$ cat src/rtl/otter_mmio_pkg.sv
// Shared OTTER MMIO definitions: peripheral base addresses, interrupt controller
// register offsets, FSM state type and the priority helper.
package otter_mmio_pkg;

    localparam logic [31:0] SWITCHES_AD = 32'h1100_0000;
    localparam logic [31:0] LEDS_AD     = 32'h1108_0000;
    localparam logic [31:0] SSEG_AD     = 32'h110C_0000;
    localparam logic [31:0] IRQ_BASE_AD = 32'h1110_0000;

    localparam logic [3:0] IRQ_PENDING_OFS = 4'h0;
    localparam logic [3:0] IRQ_ENABLE_OFS  = 4'h4;
    localparam logic [3:0] IRQ_ACTIVE_OFS  = 4'h8;
    localparam logic [3:0] IRQ_EOI_OFS     = 4'hC;

    typedef enum logic [1:0] {
        IDLE    = 2'd0,
        ASSERT  = 2'd1,
        SERVICE = 2'd2
    } irq_state_t;

    // Index of the lowest set request bit; index 0 has the highest priority.
    function automatic logic [3:0] lowest_set(input logic [15:0] req);
        lowest_set = 4'd0;
        for (int i = 15; i >= 0; i--) begin
            if (req[i]) begin
                lowest_set = 4'(i);
            end
        end
    endfunction

endpackage

$ cat src/rtl/irq_edge_sync.sv
// One interrupt source: synchronizer chain, edge flop and a rising-edge pulse
// that is suppressed until the chain holds only post-reset samples.
module irq_edge_sync #(
    parameter int SYNC_STAGES = 2
) (
    input  logic clk,
    input  logic rst,
    input  logic src,
    output logic rise
);

    logic [SYNC_STAGES-1:0] sync_chain;
    logic                   last_level;
    logic [SYNC_STAGES:0]   arm;

    // Synchronizer chain, previous-level flop and post-reset arming shifter
    always_ff @(posedge clk or posedge rst) begin
        if (rst) begin
            sync_chain <= {SYNC_STAGES{1'b0}};
            last_level <= 1'b0;
            arm        <= {(SYNC_STAGES+1){1'b0}};
        end else begin
            sync_chain <= {sync_chain[SYNC_STAGES-2:0], src};
            last_level <= sync_chain[SYNC_STAGES-1];
            arm        <= {arm[SYNC_STAGES-1:0], 1'b1};
        end
    end

    // A source already high at reset release has no genuine prior low sample,
    // so no edge is reported until the edge flop holds a post-reset value.
    assign rise = sync_chain[SYNC_STAGES-1] & ~last_level & arm[SYNC_STAGES];

endmodule

$ cat src/rtl/mmio_irq_ctrl.sv
// Memory-mapped interrupt controller: latches source edges as pending, masks them
// with ENABLE and issues one fixed-length INTR pulse per request until EOI.
module mmio_irq_ctrl
    import otter_mmio_pkg::*;
#(
    parameter int          NUM_SRC     = 4,
    parameter logic [31:0] BASE_AD     = IRQ_BASE_AD,
    parameter int          SYNC_STAGES = 2,
    parameter int          PULSE_LEN   = 2
) (
    input  logic               CLK,
    input  logic               RST,
    input  logic [NUM_SRC-1:0] IRQ_SRC,
    input  logic [31:0]        IOBUS_ADDR,
    input  logic [31:0]        IOBUS_OUT,
    input  logic               IOBUS_WR,
    output logic [31:0]        RD_DATA,
    output logic               RD_SEL,
    output logic               INTR
);

    localparam int               CNT_W    = (PULSE_LEN > 1) ? $clog2(PULSE_LEN) : 1;
    localparam logic [CNT_W-1:0] CNT_LOAD = CNT_W'(PULSE_LEN - 1);
    localparam logic [NUM_SRC-1:0] ONE_HOT0 = NUM_SRC'(1'b1);

    logic [NUM_SRC-1:0] rise;
    logic [NUM_SRC-1:0] pending;
    logic [NUM_SRC-1:0] enable;
    logic [NUM_SRC-1:0] clr;
    logic [15:0]        req_ext;
    logic [31:0]        ofs;
    logic               in_window;
    logic               wr_pending;
    logic               wr_enable;
    logic               wr_eoi;
    irq_state_t         state;
    logic [3:0]         active_id;
    logic [CNT_W-1:0]   pulse_cnt;
    logic               unused_wdata;

    genvar g;
    generate
        for (g = 0; g < NUM_SRC; g++) begin : g_src
            irq_edge_sync #(.SYNC_STAGES(SYNC_STAGES)) u_sync (
                .clk  (CLK),
                .rst  (RST),
                .src  (IRQ_SRC[g]),
                .rise (rise[g])
            );
        end
    endgenerate

    assign ofs        = IOBUS_ADDR - BASE_AD;
    assign in_window  = (ofs[31:4] == 28'd0) && (ofs[1:0] == 2'b00);
    assign wr_pending = IOBUS_WR && in_window && (ofs[3:0] == IRQ_PENDING_OFS);
    assign wr_enable  = IOBUS_WR && in_window && (ofs[3:0] == IRQ_ENABLE_OFS);
    assign wr_eoi     = IOBUS_WR && in_window && (ofs[3:0] == IRQ_EOI_OFS);
    assign req_ext    = 16'(pending & enable);

    assign unused_wdata = ^IOBUS_OUT[31:NUM_SRC];

    // Pending clear mask from W1C writes and from EOI of the active source
    always_comb begin
        clr = {NUM_SRC{1'b0}};
        if (wr_pending) begin
            clr = IOBUS_OUT[NUM_SRC-1:0];
        end else begin
            clr = {NUM_SRC{1'b0}};
        end
        if ((state == SERVICE) && wr_eoi) begin
            clr = clr | (ONE_HOT0 << active_id);
        end else begin
            clr = clr;
        end
    end

    // PENDING and ENABLE registers; a same-cycle edge wins over any clear
    always_ff @(posedge CLK or posedge RST) begin
        if (RST) begin
            pending <= {NUM_SRC{1'b0}};
            enable  <= {NUM_SRC{1'b0}};
        end else begin
            pending <= (pending & ~clr) | rise;
            if (wr_enable) begin
                enable <= IOBUS_OUT[NUM_SRC-1:0];
            end
        end
    end

    // Interrupt sequencer: one INTR pulse per request, held off until EOI
    always_ff @(posedge CLK or posedge RST) begin
        if (RST) begin
            state     <= IDLE;
            INTR      <= 1'b0;
            active_id <= 4'd0;
            pulse_cnt <= {CNT_W{1'b0}};
        end else begin
            case (state)
                IDLE: begin
                    if (req_ext != 16'd0) begin
                        active_id <= lowest_set(req_ext);
                        INTR      <= 1'b1;
                        pulse_cnt <= CNT_LOAD;
                        state     <= ASSERT;
                    end
                end
                ASSERT: begin
                    if (pulse_cnt == {CNT_W{1'b0}}) begin
                        INTR  <= 1'b0;
                        state <= SERVICE;
                    end else begin
                        pulse_cnt <= pulse_cnt - CNT_W'(1);
                    end
                end
                SERVICE: begin
                    if (wr_eoi) begin
                        active_id <= 4'd0;
                        state     <= IDLE;
                    end
                end
                default: begin
                    INTR  <= 1'b0;
                    state <= IDLE;
                end
            endcase
        end
    end

    // Combinational read mux; EOI and anything outside the window read as zero
    always_comb begin
        RD_SEL  = in_window;
        RD_DATA = 32'd0;
        if (in_window) begin
            case (ofs[3:0])
                IRQ_PENDING_OFS: RD_DATA = 32'(pending);
                IRQ_ENABLE_OFS:  RD_DATA = 32'(enable);
                IRQ_ACTIVE_OFS:  RD_DATA = {(state != IDLE), 27'd0, active_id};
                default:         RD_DATA = 32'd0;
            endcase
        end else begin
            RD_DATA = 32'd0;
        end
    end

endmodule

$ cat config.mk
export PLATFORM = sky130hd
export DESIGN_NAME = mmio_irq_ctrl
export DESIGN_NICKNAME = d
export VERILOG_FILES = /design/src/rtl/otter_mmio_pkg.sv /design/src/rtl/irq_edge_sync.sv /design/src/rtl/mmio_irq_ctrl.sv
export SDC_FILE = /design/constraint.sdc
export NUM_CORES = 1
export LEC_CHECK = 0
export BUFFER_PORTS_ARGS = -buffer_cell sky130_fd_sc_hd__buf_2
export CAP_MARGIN = 15
export CORE_MARGIN = 4
export CORE_UTILIZATION = 45
export CTS_BUF_LIST = sky130_fd_sc_hd__clkbuf_2
export DETAILED_ROUTE_END_ITERATION = 10
export HOLD_SLACK_MARGIN = 0.03
export PLACE_DENSITY = 0.84
export SLEW_MARGIN = 30
export SYNTH_ARGS = -nofsm -noshare
export SYNTH_HDL_FRONTEND = slang
export SYNTH_HIERARCHICAL = 1
export SYNTH_SLANG_ARGS = --single-unit
$ cat constraint.sdc
create_clock -name CLK -period 2.1 [get_ports CLK]
set_clock_uncertainty 0.15 [all_clocks]
set_input_delay 0 -clock CLK [delete_from_list [all_inputs] [get_ports CLK]]
set_output_delay 0 -clock CLK [all_outputs]
set_load 0.02 [all_outputs]
Word level (Yosys, flattened, before mapping)
Index checks and enable logic that the tools add are counted.
- add/subtract/negate cells: 2
- equal/unequal tests: 8
- shifts and indexed selects: 1
- muxes and demuxes: 32
- bitwise gates (word level): 18
- reduce and logical (&&, ||, !) cells: 18
- operators by type and width (kind ; count):
    $pmux 32 s3 ; 1
    $mux 4 ; 20
    $mux 32 ; 1
    $sub 32x29->32 const B ; 1
    $logic_not 28->1 ; 1
    $reduce_bool 16->1 ; 1
    $reduce_and 3->1 ; 3
    $and 1x1->1 ; 8
    $and 4x4->4 ; 2
    $eq 4x4->1 const B ; 2
    $or 4x4->4 ; 2
    $pmux 4 s2 ; 1
    $logic_and 1x1->1 ; 6
    $mux 2 ; 3
    $ne 2x2->1 const B ; 3
    $pmux 2 s3 ; 1
    $reduce_bool 2->1 ; 3
    $not 1->1 ; 5
    $eq 4x3->1 const B ; 1
    $logic_not 2->1 ; 2
    $logic_not 4->1 ; 1
    $not 4->4 ; 1
    $shl 1x4->4 const A ; 1
    $mux 1 ; 3
    6 further kinds ; 6
- flip-flop bits (word level): 40
- bits of input ports: 71
- output and inout bits: 34
- logic and storage cells: 97

Logic depth before layout (Yosys ltp)
- depth after elaboration: 18
- mapped depth: 6
- depth with buffers taken out: 5

By module
Netlist, hierarchy kept.
- by module, submodules not included (module ; times used ; cells each ; area an instance (sq um) ; seq. area each (sq um)):
    mmio_irq_ctrl ; 1 ; 134 ; 1171.1 ; 350.3
    irq_edge_sync ; 4 ; 9 ; 166.4 ; 150.1

Least setup slack after synthesis
No wires, ideal clock.
- path kind: input -> output
- start: input port IOBUS_ADDR[21]
- end: output port RD_DATA[2]
- arrival: 1779 ps
- required time: 1950 ps
- setup slack: 171 ps
- stages: 6
- path buffers: 1
- cells stage by stage: nor4_2 mux2_2 a2111oi_4 buf_2 nand2_1 nor2_1
- cells in the longest elaborated chain, start to end: 4
- RTL lines (what ; RTL line ; text):
    start, declared ; mmio_irq_ctrl.sv:14 ; input logic [31:0] IOBUS_ADDR,
    $sub 32x29->32 ; mmio_irq_ctrl.sv:53 ; assign ofs = IOBUS_ADDR - BASE_AD;
    $logic_not 28->1 ; mmio_irq_ctrl.sv:54 ; assign in_window = (ofs[31:4] == 28'd0) && (ofs[1:0] == 2'b00);
    $logic_and 1x1->1 ; mmio_irq_ctrl.sv:54 ;
    via RD_SEL ; mmio_irq_ctrl.sv:18 ; output logic RD_SEL,
    $mux 32 ; mmio_irq_ctrl.sv:133 ; if (in_window) begin
    end, declared ; mmio_irq_ctrl.sv:17 ; output logic [31:0] RD_DATA,
The timed path passes the listed nets, and every way through them passes these cells.

Worst setup path in the final report
- start: input port IOBUS_ADDR[1]
- end: register enable[0]
- cells in the longest elaborated chain, start to end: 5
- elaborated cells on any way between the ends: 7
- those cells by class: add/sub (1); eq/ne (1); reduce/logical (5)
- RTL lines (what ; RTL line ; text):
    $sub 32x29->32 * ; mmio_irq_ctrl.sv:53 ;
    $logic_not 28->1 or $logic_not 2->1 (tied branches) ; mmio_irq_ctrl.sv:54 ;
    $logic_and 1x1->1 ; mmio_irq_ctrl.sv:54 ;
    $logic_and 1x1->1 ; mmio_irq_ctrl.sv:56 ; assign wr_enable = IOBUS_WR && in_window && (ofs[3:0] == IRQ_ENABLE_OFS);
    $logic_and 1x1->1 * ; mmio_irq_ctrl.sv:56 ;
    end signal, assigned ; mmio_irq_ctrl.sv:81 ; enable <= {NUM_SRC{1'b0}};
    end signal, assigned ; mmio_irq_ctrl.sv:85 ; enable <= IOBUS_OUT[NUM_SRC-1:0];
    end, declared ; mmio_irq_ctrl.sv:28 ; logic [NUM_SRC-1:0] enable;
Every way passes the cells marked *; elsewhere a longest branch is shown, timed or not.
A chain may end at the register's enable or synchronous reset.

==> flow_summary.ini <==
[outcome]
outcome = complete, no violations

[yosys]
synth_top_family_by_area = simple AND/OR/NAND/NOR gates
synth-edff-count = 0
yosys_warnings = 6
ys.flop_type = dfrtp_1
synth_fa_ha_area_frac = 0
syn_avg_cell_area_um2 = 10.8
syn_area_mm2 = 0.00184
ys_ff_latch = 38
synth_cell_types = 37
synth.area.mux_share = 0.0606
ys_async_sr_fraction = 1.00
synth_compound_area_frac = 0.108
synth_xor_area_frac = 0
synth-simple-area-share = 0.174
ys_seq_area_frac = 0.518
syn_inst = 170

[sta]
fin_crit_sh = 0.926
max_freq_mhz = 514
setup_violations = 0
worst_hold_slack_ns = 0.0468
fin_crit_ns = 1.94
worst_pin_slew_ns = 0.542
rsz0062_at_grt = no
hold_viol_final = 0
setup_tns_ns = 0
drv_slew = 0
slew_headroom = 0.638

[clock_network]
cts_inserted_buffers = 5
htreeDepth = 2
root_buffer = clkbuf_2
clock_path_buffers = 2
clkSlewWorstSetupHoldPaths_ns = 0.19
cts.sinks = 38
cts_tree = yes
insertion_delay_ns = 0.39

[placement]
gp_congestion = 0.867
dp_hpwl_um = 2800
place_area_mm2 = 0.00203
dp_cells = 265
numPortBuffers = 49

[worst_setup_path]
cp_slowest_stage_delay_ns = 0.65
critPathKind = in -> reg
cp_common_cell = dlygate4sd3_1
startpoint_type = input port
worstPathCellList = buf_2 -> dlygate4sd3_1 -> nor3_1 -> dlygate4sd3_1 -> nand4_4 -> mux2_4
worstPathRequired_ns = 2.25
arrival_ns = 2.09
crit_fanout = 4
cp-end-kind = flip-flop
cpMaxStageDelayCell = dlygate4sd3_1

[floorplanning]
rows = 22
start_util = 0.484
placeableCoreArea_mm2 = 0.00380
die_h_um = 71.9
die_w_um = 71.9
die_area_mm2 = 0.00517
pin_count = 105

[final_layout]
post-route-util = 0.593
diodes = 0
final_cell_area_mm2 = 0.00225
final_cell_mix = buf_2 (49), dfrtp_1 (38), conb_1 (31)
nets = 310
final_common_cell = buf_2
final_cell_count_no_fill = 288
area_growth_pct = 22.7
drive_gt1_frac = 0.275

[route]
drt_iter0_markers = 39
wl_um = 3600
drt-pass1-iter-count = 4
drc = 0
routedWlPerCell_um = 12.5
routed-via-count = 1387
antenna_left = 0
vias_per_cell = 4.82

[worst_hold_path]
hold_class = in -> async

[global_route]
globalRouteTotalUtil = 0.146
antenna_found_initial = 0
grt_max_degree = 15
overflow = 0
grt_pass1_vias = 1438
grt_pass1_wl_um = 6020

[power]
total_leakage_power_uw = 0.00114
ir_worst_vdd_uv = 513
p_per_area_mw_per_mm2 = 602

[job]
cap_violations = 0
-- metal layers --
layer / track usage / routed length (um)
met4: 0.0626 / 55
met2: 0.249 / 1740
met5: 0 / 0
met1: 0.169 / 1390
met3: 0.0471 / 403
-- synthesized netlist by cell type (2+ instances only) --
cell type | count | area share
mux2_4 | 4 | 0.033
o21ai_1 | 2 | 0.0054
buf_2 | 2 | 0.0054
dfrtp_1 | 38 | 0.52
nor3_1 | 5 | 0.014
nand3_1 | 2 | 0.0054
a32oi_1 | 2 | 0.0095
nor2_1 | 18 | 0.037
and3b_1 | 6 | 0.029
a22oi_1 | 2 | 0.0082
o21ai_0 | 2 | 0.0054
buf_4 | 27 | 0.11
nor4_1 | 6 | 0.020
nand2_1 | 8 | 0.016
conb_1 | 5 | 0.010
mux2i_1 | 4 | 0.022
a21oi_1 | 7 | 0.019
inv_1 | 7 | 0.014
nand2b_1 | 2 | 0.0068
and2_1 | 3 | 0.010
a22o_1 | 2 | 0.0095
-- cell families after synthesis --
| logic type | after synthesis |
|---|---|
| compound gates | 26 |
| buf+inv | 36 |
| flops | 38 |
| other cells | 5 |
| mux | 9 |
| simple gates | 56 |
-- critical path, delay by kind of cell --
| kind | cells | cell delay [ns] |
|---|---|---|
| buffers and inverters | 3 | 1.30 |
| and+or+nand+nor | 2 | 0.46 |
| muxes | 1 | 0.33 |
-- final cells by class --
type / count / area (um2)
fill: 341 / 1550
tap: 48 / 60.1
sequential: 38 / 951
clock buffer: 5 / 25.0
clock inverter: 3 / 40.0
timing repair buffer: 65 / 407
inverter: 7 / 26.3
multi-input combinational: 122 / 744
-- state kept, by name, indices dropped and copies added (netlist names) --
name                     cells
INTR                         1
active_id                    2
enable                       4
g_src.u_sync/arm            12
g_src.u_sync/last_level      4
g_src.u_sync/sync_chain      8
pending                      4
pulse_cnt                    1
state                        2
-- where the power goes --
group          total, uW  internal, uW  switching [uW]  leakage [uW]
clock network        433           198             235     0.0000427
registers            761           755            5.96      0.000439
logic                162          62.4            99.9      0.000658
total               1360          1020             341       0.00114
-- path summary, 6_finish.rpt --
path	slack, ns	endpoint	cells past startpoint	from
setup / recovery	0.16	enable[0]	6	IOBUS_ADDR[1]
hold / removal	0.05	pending[2]	3	RST
setup reg to reg	0.63	pending[0]	5	state[0]
hold reg to reg	0.21	g_src[3].u_sync/arm[2]	0	g_src[3].u_sync/arm[1]
max in group asynchronous	1.04	g_src[2].u_sync/arm[2]	4	RST
min in group CLK	0.05	pending[2]	6	IOBUS_ADDR[8]
-- stage by stage --
step	total power [uW]	setup slack, ns
3_5_place_dp	916	0.0146
4_1_cts	1370	0.0431
6_report	1360	0.156
2_1_floorplan	896	0.171
5_1_grt	1420	0.0915
3_3_place_gp	911	0.0566
-- repair_timing --
action | in CTS | in global routing
setup endpoints to repair | 0 | 2
gates resized for setup | 0 | 1
hold endpoints to repair | 51 | 0
setup buffers | 0 | 0
hold buffers | 15 | 0
Power figures use the tool's default switching activity.
